$ cat config.mk
export PLATFORM = sky130hd
export DESIGN_NAME = multi_osc_nco
export DESIGN_NICKNAME = d
export VERILOG_FILES = /design/src/rtl/multi_osc_nco.sv
export SDC_FILE = /design/constraint.sdc
export NUM_CORES = 1
export LEC_CHECK = 0
export ABC_AREA = 1
export CAP_MARGIN = 40
export CORE_AREA = 2 2 126 250
export DETAILED_ROUTE_END_ITERATION = 10
export DIE_AREA = 0 0 128 252
export GPL_ROUTABILITY_DRIVEN = 0
export PLACE_DENSITY = 0.56
export SKIP_LAST_GASP = 1
export SYNTH_ARGS = -nofsm -noshare
export SYNTH_HDL_FRONTEND = slang
export SYNTH_SLANG_ARGS = --single-unit
$ cat constraint.sdc
create_clock -name clock_in -period 8.24 [get_ports clock_in]
set_clock_uncertainty 0.15 [all_clocks]
set_input_delay 1.648 -clock clock_in [delete_from_list [all_inputs] [get_ports clock_in]]
set_output_delay 1.648 -clock clock_in [all_outputs]
set_load 0.01 [all_outputs]
$ cat src/rtl/multi_osc_nco.sv
// Multi-channel NCO: per-channel phase accumulators advanced once per sample tick,
// each enabled channel reads the sine LUT and pushes one 24-bit word to the SPI DAC.
module multi_osc_nco #(
    parameter int unsigned CHANNELS        = 4,
    parameter int unsigned PHASE_W         = 16,
    parameter int unsigned PHASE_MOD       = 44000,
    parameter int unsigned ADDR_W          = 11,
    parameter int unsigned ADDR_SHIFT      = 5,
    parameter int unsigned SAMPLE_INTERVAL = 2015,
    parameter int unsigned LUT_LATENCY     = 1,
    parameter int unsigned FREQ_MAX        = 1000,
    parameter logic [3:0]  CMD_BASE        = 4'b0011
) (
    input  logic                clock_in,
    input  logic                rstn,
    input  logic                freq_wr,
    input  logic [1:0]          freq_chan,
    input  logic [PHASE_W-1:0]  freq_data,
    input  logic [CHANNELS-1:0] chan_enable,
    input  logic                phase_clr,
    input  logic                err_clr,
    output logic [ADDR_W-1:0]   lut_addr,
    input  logic [15:0]         lut_value,
    output logic [23:0]         dac_data,
    output logic                dac_send,
    input  logic                dac_busy,
    output logic                overrun,
    output logic                freq_err
);

    localparam int unsigned        TW         = (SAMPLE_INTERVAL > 1) ? $clog2(SAMPLE_INTERVAL) : 1;
    localparam logic [TW-1:0]      TICK_AT    = TW'(SAMPLE_INTERVAL - 1);
    localparam logic [PHASE_W:0]   MOD_EXT    = (PHASE_W+1)'(PHASE_MOD);
    localparam logic [PHASE_W-1:0] FREQ_CLAMP = PHASE_W'(PHASE_MOD - 1);
    localparam logic [1:0]         LAT        = 2'(LUT_LATENCY);

    typedef enum logic [2:0] {
        S_IDLE,
        S_ADDR,
        S_WAIT,
        S_SEND,
        S_HOLD
    } state_t;

    state_t              state_q, state_d;
    logic [TW-1:0]       cnt_q, cnt_d;
    logic [1:0]          ch_q, ch_d;
    logic [1:0]          wait_q, wait_d;
    logic                hold_q, hold_d;
    logic [PHASE_W-1:0]  phase_q  [CHANNELS];
    logic [PHASE_W-1:0]  phase_d  [CHANNELS];
    logic [PHASE_W-1:0]  freq_q   [CHANNELS];
    logic [PHASE_W-1:0]  freq_d   [CHANNELS];
    logic [PHASE_W-1:0]  shadow_q [CHANNELS];
    logic [PHASE_W-1:0]  shadow_d [CHANNELS];
    logic [ADDR_W-1:0]   lut_addr_q, lut_addr_d;
    logic [23:0]         dac_data_q, dac_data_d;
    logic                dac_send_q, dac_send_d;
    logic                overrun_q, overrun_d;
    logic                freq_err_q, freq_err_d;

    logic                tick;
    logic                chan_ok;
    logic                freq_big;
    logic [3:0]          onehot;
    logic [PHASE_W:0]    sum;
    logic [PHASE_W-1:0]  phase_next;
    logic                first_found, next_found;
    logic [1:0]          first_ch, next_ch;

    assign tick     = (cnt_q == TICK_AT);
    assign chan_ok  = ({1'b0, freq_chan} < 3'(CHANNELS));
    assign freq_big = (32'(freq_data) > FREQ_MAX);
    assign onehot   = 4'b0001 << ch_q;

    // Sum is one bit wider so a single conditional subtract implements the modulus.
    always_comb begin
        sum        = {1'b0, phase_q[ch_q]} + {1'b0, freq_q[ch_q]};
        phase_next = (sum >= MOD_EXT) ? PHASE_W'(sum - MOD_EXT) : PHASE_W'(sum);
    end

    always_comb begin
        first_found = 1'b0;
        first_ch    = '0;
        next_found  = 1'b0;
        next_ch     = '0;
        for (int unsigned i = 0; i < CHANNELS; i++) begin
            if (chan_enable[i] && !first_found) begin
                first_found = 1'b1;
                first_ch    = 2'(i);
            end
            if (chan_enable[i] && !next_found && (i > 32'(ch_q))) begin
                next_found = 1'b1;
                next_ch    = 2'(i);
            end
        end
    end

    always_comb begin
        state_d    = state_q;
        cnt_d      = tick ? '0 : cnt_q + TW'(1);
        ch_d       = ch_q;
        wait_d     = wait_q;
        hold_d     = hold_q;
        phase_d    = phase_q;
        freq_d     = freq_q;
        shadow_d   = shadow_q;
        lut_addr_d = lut_addr_q;
        dac_data_d = dac_data_q;
        dac_send_d = 1'b0;
        overrun_d  = overrun_q;
        freq_err_d = freq_err_q;

        if (err_clr) begin
            overrun_d  = 1'b0;
            freq_err_d = 1'b0;
        end

        if (freq_wr && chan_ok) begin
            shadow_d[freq_chan] = (freq_data > FREQ_CLAMP) ? FREQ_CLAMP : freq_data;
            if (freq_big) freq_err_d = 1'b1;
        end

        unique case (state_q)
            S_IDLE: begin
                if (tick) begin
                    freq_d = shadow_q;
                    if (first_found) begin
                        ch_d    = first_ch;
                        state_d = S_ADDR;
                    end
                end
            end
            S_ADDR: begin
                lut_addr_d     = ADDR_W'(phase_q[ch_q] >> ADDR_SHIFT);
                phase_d[ch_q]  = phase_next;
                wait_d         = '0;
                state_d        = S_WAIT;
            end
            S_WAIT: begin
                if (wait_q == LAT) begin
                    dac_data_d = {CMD_BASE, onehot, lut_value};
                    state_d    = S_SEND;
                end else begin
                    wait_d = wait_q + 2'd1;
                end
            end
            S_SEND: begin
                if (!dac_busy) begin
                    dac_send_d = 1'b1;
                    hold_d     = 1'b0;
                    state_d    = S_HOLD;
                end
            end
            S_HOLD: begin
                // First HOLD cycle gives the driver time to raise busy.
                if (!hold_q) begin
                    hold_d = 1'b1;
                end else if (!dac_busy) begin
                    if (next_found) begin
                        ch_d    = next_ch;
                        state_d = S_ADDR;
                    end else begin
                        state_d = S_IDLE;
                    end
                end
            end
            default: state_d = S_IDLE;
        endcase

        if (tick && (state_q != S_IDLE)) overrun_d = 1'b1;

        if (phase_clr) begin
            for (int unsigned i = 0; i < CHANNELS; i++) phase_d[i] = '0;
        end
    end

    always_ff @(posedge clock_in or negedge rstn) begin
        if (!rstn) begin
            state_q    <= S_IDLE;
            cnt_q      <= '0;
            ch_q       <= '0;
            wait_q     <= '0;
            hold_q     <= 1'b0;
            phase_q    <= '{default: '0};
            freq_q     <= '{default: '0};
            shadow_q   <= '{default: '0};
            lut_addr_q <= '0;
            dac_data_q <= '0;
            dac_send_q <= 1'b0;
            overrun_q  <= 1'b0;
            freq_err_q <= 1'b0;
        end else begin
            state_q    <= state_d;
            cnt_q      <= cnt_d;
            ch_q       <= ch_d;
            wait_q     <= wait_d;
            hold_q     <= hold_d;
            phase_q    <= phase_d;
            freq_q     <= freq_d;
            shadow_q   <= shadow_d;
            lut_addr_q <= lut_addr_d;
            dac_data_q <= dac_data_d;
            dac_send_q <= dac_send_d;
            overrun_q  <= overrun_d;
            freq_err_q <= freq_err_d;
        end
    end

    assign lut_addr = lut_addr_q;
    assign dac_data = dac_data_q;
    assign dac_send = dac_send_q;
    assign overrun  = overrun_q;
    assign freq_err = freq_err_q;

endmodule

==> results.sh, run 1 <==
export IMPL_numPortBuffers=79
export IMPL_core_area_mm2=0.03018
export IMPL_p_leak_uw=0.007040
export IMPL_relSlewSlack_pct=38.82
export IMPL_postCtsSetupBuffers=0
export IMPL_yosysUniqueCellTypes=39
export IMPL_hold_class="flop to flop"
export IMPL_rows=90
export IMPL_period_share_pct=51.80
export IMPL_syn_area_mm2=0.01198
export IMPL_setup_viol=0
export IMPL_peakVddDrop_mv=0.1962
export IMPL_status="finished clean"
export IMPL_nets=1631
export IMPL_critPathTopFamily="simple AND/OR/NAND/NOR gates"
export IMPL_grt_start_max_net_pins=129
export IMPL_cts_hold_buffers=0
export IMPL_start_util_pct=39.71
export IMPL_final_setup_tns_ns=0
export IMPL_place_hpwl_um=22520
export IMPL_ctsResizeCount=0
export IMPL_grt_pass1_vias=10110
export IMPL_antennaDiodeCount=0
export IMPL_synth_seq_area_share_pct=51.37
export IMPL_dr_pass1_iters=6
export IMPL_h_tree_depth=1
export IMPL_clk_path_buf_depth=3
export IMPL_rsz0062_at_grt="false"
export IMPL_cp_max_fo=28
export IMPL_fmax_ghz=0.2343
export IMPL_slew_violations=0
export IMPL_use_met2_pct=38.58
export IMPL_min_period_ns=4.268
export IMPL_antenna_found_initial=0
export IMPL_critPathLaunchType="flop"
export IMPL_path_clk_slew_ns=0.06
export IMPL_tritoncts="built"
export IMPL_worstMarginPinSlew_ns=0.9177
export IMPL_numCtsBuffers=23
export IMPL_synth_top_cell_area_share_pct=51.37
export IMPL_syn_inst=1499
export IMPL_cap_violations=0
export IMPL_synth_top_cell_by_area="dfrtp_1"
export IMPL_ios=82
export IMPL_gr_total_overflow=0
export IMPL_yosys_top_cells_area="dfrtp_1 (51%), nand2_1 (15%), o21ai_0 (6.5%), inv_1 (6.0%), nand3_1 (4.5%)"
export IMPL_powerDensity_mw_per_mm2=228.9
export IMPL_cp_required_ns=8.51
export IMPL_antenna_left=0
export IMPL_synth_warnings=0
export IMPL_area_growth_pct=16.15
export IMPL_die_area_mm2=0.03226
export IMPL_drive_gt1_share_pct=6.333
export IMPL_worstSetupPathType="flop to flop"
export IMPL_via_per_inst=5.092
export IMPL_grtUsageMet1_pct=22.33
export IMPL_cpMaxStageDelayCell="dfrtp_1"
export IMPL_final_core_util_pct=46.12
export IMPL_grt_pass1_wl_um=52250
export IMPL_cp_end_kind="flop"
export IMPL_die_w_um=128
export IMPL_avgSynthCellArea_um2=7.995
export IMPL_routedWlPerCell_um=16.47
export IMPL_grt_busiest_layer="met2"
export IMPL_cts_sinks=246
export IMPL_track_usage_pct=20.46
export IMPL_worstSkewPairLatency_ns=0.53
export IMPL_path_common_cell="nand2_1"
export IMPL_synth_seq_cells=246
export IMPL_cp_data_arrival_time_ns=4.54
export IMPL_critical_path_buf_inv_count=2
export IMPL_finalHoldViolations=0
export IMPL_clock_root_buffer="clkbuf_16"
export IMPL_num_vias=9914
export IMPL_drc=0
export IMPL_wl_um=32070
export IMPL_critical_path_max_stage_delay_ns=0.42
export IMPL_dr_first_iter_drc_count=669
export IMPL_cp_cell_sequence="nand2_1 > inv_2 > a22oi_1 > nand2_1 > ha_1 > nand2_1 > nor3_1 > nand3_1 > nand2_1 > nand2_1 > nand2_1 > nor2_1 > nand3_2 > nand2_1 > inv_2 > nand3_1 > nand3_1 > nand2_1"
export IMPL_fp_dieH_um=252
export IMPL_gr_usage_met3_pct=2.099
==> routing by layer <==
layer,routed length [um],share of wire (%)
met1,12230,38
met2,17220,54
met4,1573,4.9
met5,0,0
met3,1050,3.3
==> cell usage in the layout (no fill, tap or decap), types with 2 or more instances in the layout <==
master,count
o22ai_1,11
nand2_4,10
nand4_1,9
ha_1,20
nor2_2,7
nand3_4,2
a31oi_1,12
nand3_1,107
nand2_1,470
xor2_1,5
buf_4,14
a21oi_1,24
clkbuf_8,3
or2_2,7
inv_1,192
nor2_1,66
nand2_2,8
o21ai_0,155
clkbuf_1,6
nor3_2,5
nor3_1,9
nand3_2,3
o221ai_1,5
clkinv_2,4
inv_2,5
clkbuf_16,23
a21oi_2,2
clkdlybuf4s50_1,78
xnor2_1,3
conb_1,2
dfrtp_1,246
nor4_1,3
a22oi_1,49
==> cell usage after synthesis, drive strengths merged <==
cell type    n
a21oi       26
a22oi       49
a31oi       12
a32oi        1
and2         1
and3         1
buf          7
clkbuf      47
conb         1
dfrtp      246
fa           1
ha          20
inv        197
mux2         1
nand2      488
nand3      112
nand4        9
nor2        74
nor3        14
nor4         3
o2111ai      1
o211ai       1
o21ai      155
o221ai       5
o22ai       11
o31ai        1
or2          7
xnor2        3
xor2         5
==> sequential cells by signal, summed over array words and instances (netlist names) <==
signal and count:
freq_q 64, phase_q 64, shadow_q 64, dac_data 21
cnt_q 11, lut_addr 11, state_q 3, ch_q 2
wait_q 2, dac_send 1, freq_err 1, hold_q 1
overrun 1
==> worst register-to-register path, cell delays in order (launching register included) <==
cell     delay [ns]
dfrtp_1        0.42
nand2_1        0.26
inv_2          0.36
a22oi_1        0.37
nand2_1        0.13
ha_1           0.41
nand2_1        0.14
nor3_1         0.41
nand3_1        0.21
nand2_1        0.13
nand2_1        0.05
nand2_1        0.22
nor2_1         0.10
nand3_2        0.11
nand2_1        0.10
inv_2          0.14
nand3_1        0.23
nand3_1        0.17
nand2_1        0.07
==> path summary, 6_finish.rpt <==
| path | depth (start not counted) | end | startpoint | slack, ns |
|---|---|---|---|---|
| worst max-delay path | 18 | phase_q[22] | ch_q[1] | 3.97 |
| worst min-delay path | 2 | dac_data[8] | dac_data[8] | 0.32 |
| worst max register to register | 18 | phase_q[22] | ch_q[1] | 3.97 |
| worst min register to register | 2 | dac_data[8] | dac_data[8] | 0.32 |
| max in group asynchronous | 2 | phase_q[14] | rstn | 5.71 |
| min in group asynchronous | 1 | shadow_q[33] | rstn | 1.05 |
==> power breakdown <==
| group | total, uW | switching (uW) | internal, uW |
|---|---|---|---|
| registers | 1420 | 63.7 | 1350 |
| logic | 733 | 464 | 269 |
| clock network | 1040 | 465 | 571 |
| total | 3190 | 992 | 2190 |
==> through the flow <==
| step | area [um2] | hold slack [ns] | setup WS (ns) | cells | power [uW] |
|---|---|---|---|---|---|
| final | 13920 | 0.3171 | 3.972 | 1947 | 3186 |
| after global routing | 13920 | 0.3363 | 3.593 | 1947 | 3352 |
| after CTS | 13920 | 0.3238 | 3.934 | 1947 | 3224 |
| after detailed placement | 13220 | 0.3080 | 3.921 | 1909 | 2184 |
| after global placement | 13160 | 0.3054 | 3.890 | 1904 | 2168 |
| after floorplan | 11990 | 0.2994 | 4.678 | 1500 | 1793 |
==> final cells by class <==
| type | count | area (um2) |
|---|---|---|
| inverter | 197 | 739.5 |
| sequential | 246 | 6156 |
| multi-input combinational | 1003 | 4917 |
| clock inverter | 6 | 58.81 |
| timing repair buffer | 95 | 948.4 |
| fill | 3018 | 16260 |
| tap | 368 | 460.4 |
| clock buffer | 32 | 639.4 |
==> cell families (layout without fill, tap and decap cells) <==
| family | after synthesis | count (layout) | share of synthesized area, % |
|---|---|---|---|
| and+or+nand+nor | 709 | 709 | 25.17 |
| AOI/OAI and AO/OA | 262 | 262 | 12.53 |
| xor gates and xnor gates | 8 | 8 | 0.5847 |
| buffers and inverters | 251 | 330 | 7.966 |
| DFF | 246 | 246 | 51.37 |
| other | 1 | 2 | 0.03129 |
| adders and majority gates | 21 | 21 | 2.255 |
| muxes | 1 | 1 | 0.09396 |
No activity file was read; power rests on OpenSTA's default activity.
==> run 2: changes to the inputs <==
==> constraint.sdc (replaced) <==
create_clock -name clock_in -period 4.33 [get_ports clock_in]
set_clock_uncertainty 0.15 [all_clocks]
set_input_delay 0.866 -clock clock_in [delete_from_list [all_inputs] [get_ports clock_in]]
set_output_delay 0.866 -clock clock_in [all_outputs]
set_load 0.01 [all_outputs]
==> results.sh, run 2 (synthesis results as in run 1) <==
export IMPL_antenna_found_initial=0
export IMPL_die_area_mm2=0.03226
export IMPL_postCtsSetupBuffers=0
export IMPL_final_setup_tns_ns=0
export IMPL_path_common_cell="nand2_1"
export IMPL_dr_pass1_iters=5
export IMPL_worstSkewPairLatency_ns=0.54
export IMPL_multi_input_area_mm2=0.004917
export IMPL_via_per_inst=5.093
export IMPL_worstMarginPinSlew_ns=0.8583
export IMPL_rrSetupSlack_ns=0.42
export IMPL_tritoncts="built"
export IMPL_grt_pass1_vias=10070
export IMPL_cp_max_fo=29
export IMPL_ctsResizeCount=0
export IMPL_drive_gt1_share_pct=6.868
export IMPL_period_share_pct=90.37
export IMPL_grt_pass1_wl_um=52200
export IMPL_start_util_pct=39.71
export IMPL_powerDensity_mw_per_mm2=444.2
export IMPL_cap_violations=0
export IMPL_cp_cell_sequence="inv_1 > nor2_2 > buf_12 > inv_1 > o221ai_1 > ha_1 > fa_1 > nand2_1 > nand2_1 > nand3_1 > nand2_1 > nand2_1 > nand2_1 > ha_1 > nand3_2 > nor2_1 > nand2_1 > nand2_1 > nand3_4 > nand3_4 > nand2_4 > nand3_1 > nand2_1"
export IMPL_fmax_ghz=0.2555
export IMPL_status="finished clean"
export IMPL_path_clk_slew_ns=0.07
export IMPL_routedWlPerCell_um=16.25
export IMPL_ios=82
export IMPL_peakVddDrop_mv=0.2281
export IMPL_cp_required_ns=4.60
export IMPL_wl_um=31780
export IMPL_area_growth_pct=17.41
export IMPL_nets=1635
export IMPL_numCtsBuffers=23
export IMPL_rr_worst_depth=23
export IMPL_cts_hold_buffers=0
export IMPL_worstSetupPathType="flop to flop"
export IMPL_rsz0062_at_grt="false"
export IMPL_final_common_cell="nand2_1"
export IMPL_setup_viol=0
export IMPL_antenna_left=0
export IMPL_cts_sinks=246
export IMPL_fp_dieH_um=252
export IMPL_clk_path_buf_depth=3
export IMPL_track_usage_pct=20.36
export IMPL_num_vias=9956
export IMPL_place_hpwl_um=22430
export IMPL_rr_endpoint="phase_q[23]"
export IMPL_relSlewSlack_pct=42.78
export IMPL_core_area_mm2=0.03018
export IMPL_h_tree_depth=1
export IMPL_drc=0
export IMPL_cp_end_kind="flop"
export IMPL_min_period_ns=3.913
export IMPL_numPortBuffers=79
export IMPL_fin_hold_ws_ns=0.2387
export IMPL_layout_common_cells="nand2_1 (470), dfrtp_1 (246), inv_1 (192)"
export IMPL_antennaDiodeCount=0
export IMPL_fillers=3006
export IMPL_die_w_um=128
export IMPL_slew_violations=0
export IMPL_clock_root_buffer="clkbuf_16"
export IMPL_cp_data_arrival_time_ns=4.18
export IMPL_rows=90
export IMPL_finalHoldViolations=0
export IMPL_seq_area_mm2=0.006156
export IMPL_p_leak_uw=0.007100
export IMPL_critical_path_max_stage_delay_ns=0.42
export IMPL_reg_top3="freq_q (64), phase_q (64), shadow_q (64)"
export IMPL_hold_class="primary input to asynchronous set/reset pin"
export IMPL_worst_r2r_startpoint="ch_q[1]"
export IMPL_critPathLaunchType="flop"
export IMPL_dr_first_iter_drc_count=623
export IMPL_gr_total_overflow=0
export IMPL_cpMaxStageDelayCell="dfrtp_1"
export IMPL_grt_start_max_net_pins=100
run 2: stage by stage:
| step | cells | setup slack (ns) | utilization [%] | cell area [um2] | total power [uW] |
|---|---|---|---|---|---|
| after floorplan | 1500 | 0.7678 | - | 11990 | 3412 |
| after global placement | 1913 | 0.4842 | 44.05 | 13290 | 4195 |
| after detailed placement | 1913 | 0.4174 | 44.05 | 13290 | 4218 |
| after CTS | 1955 | 0.3793 | 46.63 | 14070 | 6335 |
| after global routing | 1955 | 0.01108 | 46.63 | 14070 | 6587 |
| final | 1955 | 0.4168 | 46.63 | 14070 | 6250 |
run 2: critical path: cells and delay by family (launching register included):
kind | cells | cell delay, ns
AOI/OAI and AO/OA | 1 | 0.21
adders and majority gates | 3 | 0.75
buffers and inverters | 3 | 0.46
DFF | 1 | 0.42
and+or+nand+nor | 16 | 1.81
run 2: routing by layer:
layer	share of wire (%)	vias to the layer above	global-route usage [%]
met3	3.2	71	1.930
li1	-	4961	-
met1	39	4702	22.53
met5	0	-	0
met4	3.2	0	7.504
met2	55	222	39.47
run 2: how the worst max path moves through the flow:
stage / start / end
2_1_floorplan: ch_q[1] / phase_q[54]
6_report: ch_q[1] / phase_q[23]
3_5_place_dp: ch_q[1] / phase_q[11]
4_1_cts: ch_q[1] / phase_q[11]
3_3_place_gp: ch_q[0] / phase_q[27]
5_1_grt: ch_q[1] / phase_q[11]
run 2: area by class of cell:
cell class	instances	area share, %
Clock inverter	9	0.8092
Sequential cell	246	43.75
Timing Repair Buffer	99	7.256
Multi-Input combinational cell	1003	34.95
Clock buffer	33	4.713
Tap cell	368	3.272
Inverter	197	5.255
run 2: power breakdown:
part	leakage (uW)	switching [uW]	internal, uW
registers	0.00323	124	2580
logic	0.00349	881	569
clock network	0.000376	903	1200
total	0.00710	1910	4340
==> RTL edit (settings of run 2) <==
The parameter `SAMPLE_INTERVAL` goes from 2015 to 4030.
--- a/src/rtl/multi_osc_nco.sv
+++ b/src/rtl/multi_osc_nco.sv
@@ -7,5 +7,5 @@
     parameter int unsigned ADDR_W          = 11,
     parameter int unsigned ADDR_SHIFT      = 5,
-    parameter int unsigned SAMPLE_INTERVAL = 2015,
+    parameter int unsigned SAMPLE_INTERVAL = 4030,
     parameter int unsigned LUT_LATENCY     = 1,
     parameter int unsigned FREQ_MAX        = 1000,
Function: no difference found for any inputs over 10 cycles, from zero or initial values and one cycle with rstn low; that may be too few to reach the edited logic, so the function may still have changed.
==> RTL edit against run 2 <==
- critical path type unchanged
- sequential cell count is 1 higher
- highest routed layer unchanged
- design area is 1.3% higher
- worst setup slack worse by 0.016 ns
- wire length is 0.26% higher
- critical path depth is 4 lower
- synthesized area is 0.75% lower
- fmax is 0.41% lower
Power is not compared: it rests on default switching activity, and its combinational part moved more than twofold at a synthesized area within 25%.
==> RTL edit: results (changes against run 2) <==
The flow ran to the end, and the final reports show no timing, DRC or antenna violations. The share of the synthesized netlist area taken by xor and xnor gates is 0.515% (-0.069 points). The total length of routed wires is 31900 um (+0.26%).

The maximum number of pins on one net before global-route repair is 116 (+16%). The fraction of final layout cells sized beyond drive strength 1 is 8.70% (+1.8 points). The sequential element share of the synthesized area was 52.0% (+0.60 points). The initial antenna violation count is 0 (unchanged). The setup slack of the worst register-to-register path came out at 0.40 ns (-0.02 ns). The delay of the slowest cell on the worst path is 0.45 ns (+0.03 ns). In the synthesized netlist the dominant register cell turns out to be sky130_fd_sc_hd__dfrtp_1. The global-route track usage on met3 came out at 1.89% (-0.042 points). The first-pass GRT wire length is 51400 um (-1.5%). The detailed router's first-iteration violation count came out at 619 (-0.64%). The fraction of the mapped netlist area in compound gates was 13.0% (+0.49 points). The hold slack was 0.0383 ns (-0.200 ns). The slew at the pin with the worst max-slew slack came out at 0.723 ns (-0.135 ns).

The count of filler cells inserted in the layout is 3023 (+0.57%). Among all stages on the critical path, the largest delay is contributed by sky130_fd_sc_hd__dfrtp_2. The distinct cell type count of the synthesized netlist is 41 (+5.1%).

After synthesis, the cell types taking the most area are sky130_fd_sc_hd__dfrtp_1 (52%), sky130_fd_sc_hd__nand2_1 (14%), sky130_fd_sc_hd__o21ai_0 (6.5%), sky130_fd_sc_hd__inv_1 (5.6%), sky130_fd_sc_hd__nand3_1 (4.6%). The number of antenna diodes is 0 (unchanged). The met2 layer usage reported by global route was 37.9% (-1.6 points). The sum of routed wire segments on met1 came to 12200 um (-1.7%). The number of cells after detailed placement is 1873 (-2.1%). The mux cell area share after synthesis is 1.70% (+1.6 points). The global-route usage over all layers came out at 20.0% (-0.32 points). The largest registers in the layout are freq_q (64), phase_q (64), shadow_q (64). The detailed placer's ending HPWL came out at 22500 um (about the same). The met1 track utilization from global routing came out at 22.3% (-0.27 points).

The critical path arrival came out at 4.20 ns (+0.02 ns). The mean post-synth cell area came to 8.19 sq um (+2.4%). The number of buffers inserted during clock tree synthesis came out at 24 (+4.3%). The post-detailed-route wirelength per cell was 16.6 um (+2.1%).

The amount of wire on met3 after detailed routing came to 1070 um (+6.1%). The post-place instance area came out at 13300 sq um (-0.18%). In the synthesized netlist, the cells that appear most often are sky130_fd_sc_hd__nand2_1 (430), sky130_fd_sc_hd__dfrtp_1 (247), sky130_fd_sc_hd__inv_1 (177). The via count of the first global-routing pass came out at 10000 (-0.71%). The post-synthesis share of cell area spent on full adders, half adders and majority gates is 2.27% (+0.017 points).
RTL edit: cell count changes after synthesis, moves of 3 or more:
cell                              run 2  this run
sky130_fd_sc_hd__buf_1                3         8
sky130_fd_sc_hd__clkbuf_1            47        39
sky130_fd_sc_hd__inv_1              192       177
sky130_fd_sc_hd__mux2_2               1        18
sky130_fd_sc_hd__nand2_1            471       430
sky130_fd_sc_hd__nand2_2              8        11
sky130_fd_sc_hd__nand2_4              9         0
sky130_fd_sc_hd__nand3_1            107       110
sky130_fd_sc_hd__nor2_1              69        65
sky130_fd_sc_hd__nor2_2               4         1
RTL edit: power by group:
part           switching [mW]  internal [mW]
Combinational           0.190          0.112
Sequential             0.0298           2.42
Clock                   0.927           1.43
RTL edit: through the flow:
stage          worst slack (ns)  utilization [%]
5_1_grt                  0.0575             47.2
2_1_floorplan             0.668                -
3_5_place_dp              0.229             44.0
3_3_place_gp              0.240             43.8
4_1_cts                   0.206             46.9
6_report                  0.401             47.2
RTL edit: final timing paths:
kind,start,endpoint,cells after the start
max,ch_q[1],phase_q[63],19
min,rstn,freq_err,1
max reg2reg,ch_q[1],phase_q[63],19
min reg2reg,phase_q[44],phase_q[44],2
max in group asynchronous,rstn,freq_q[43],2
min in group clock_in,phase_q[44],phase_q[44],2
RTL edit: timing repair:
action,4_1_cts,5_1_grt
setup endpoints to repair,0,40
hold buffers,0,0
buffers inserted,0,3
resized for setup,0,14
RTL edit: area by class of cell:
cell class	instances	area (sq um)	share of cell area [%]
sequential	247	6180	43.4
tap	368	460	3.23
timing repair buffer	107	1110	7.80
inverter	184	693	4.86
clock inverter	9	188	1.32
clock buffer	34	699	4.91
multi-input combinational	971	4920	34.5
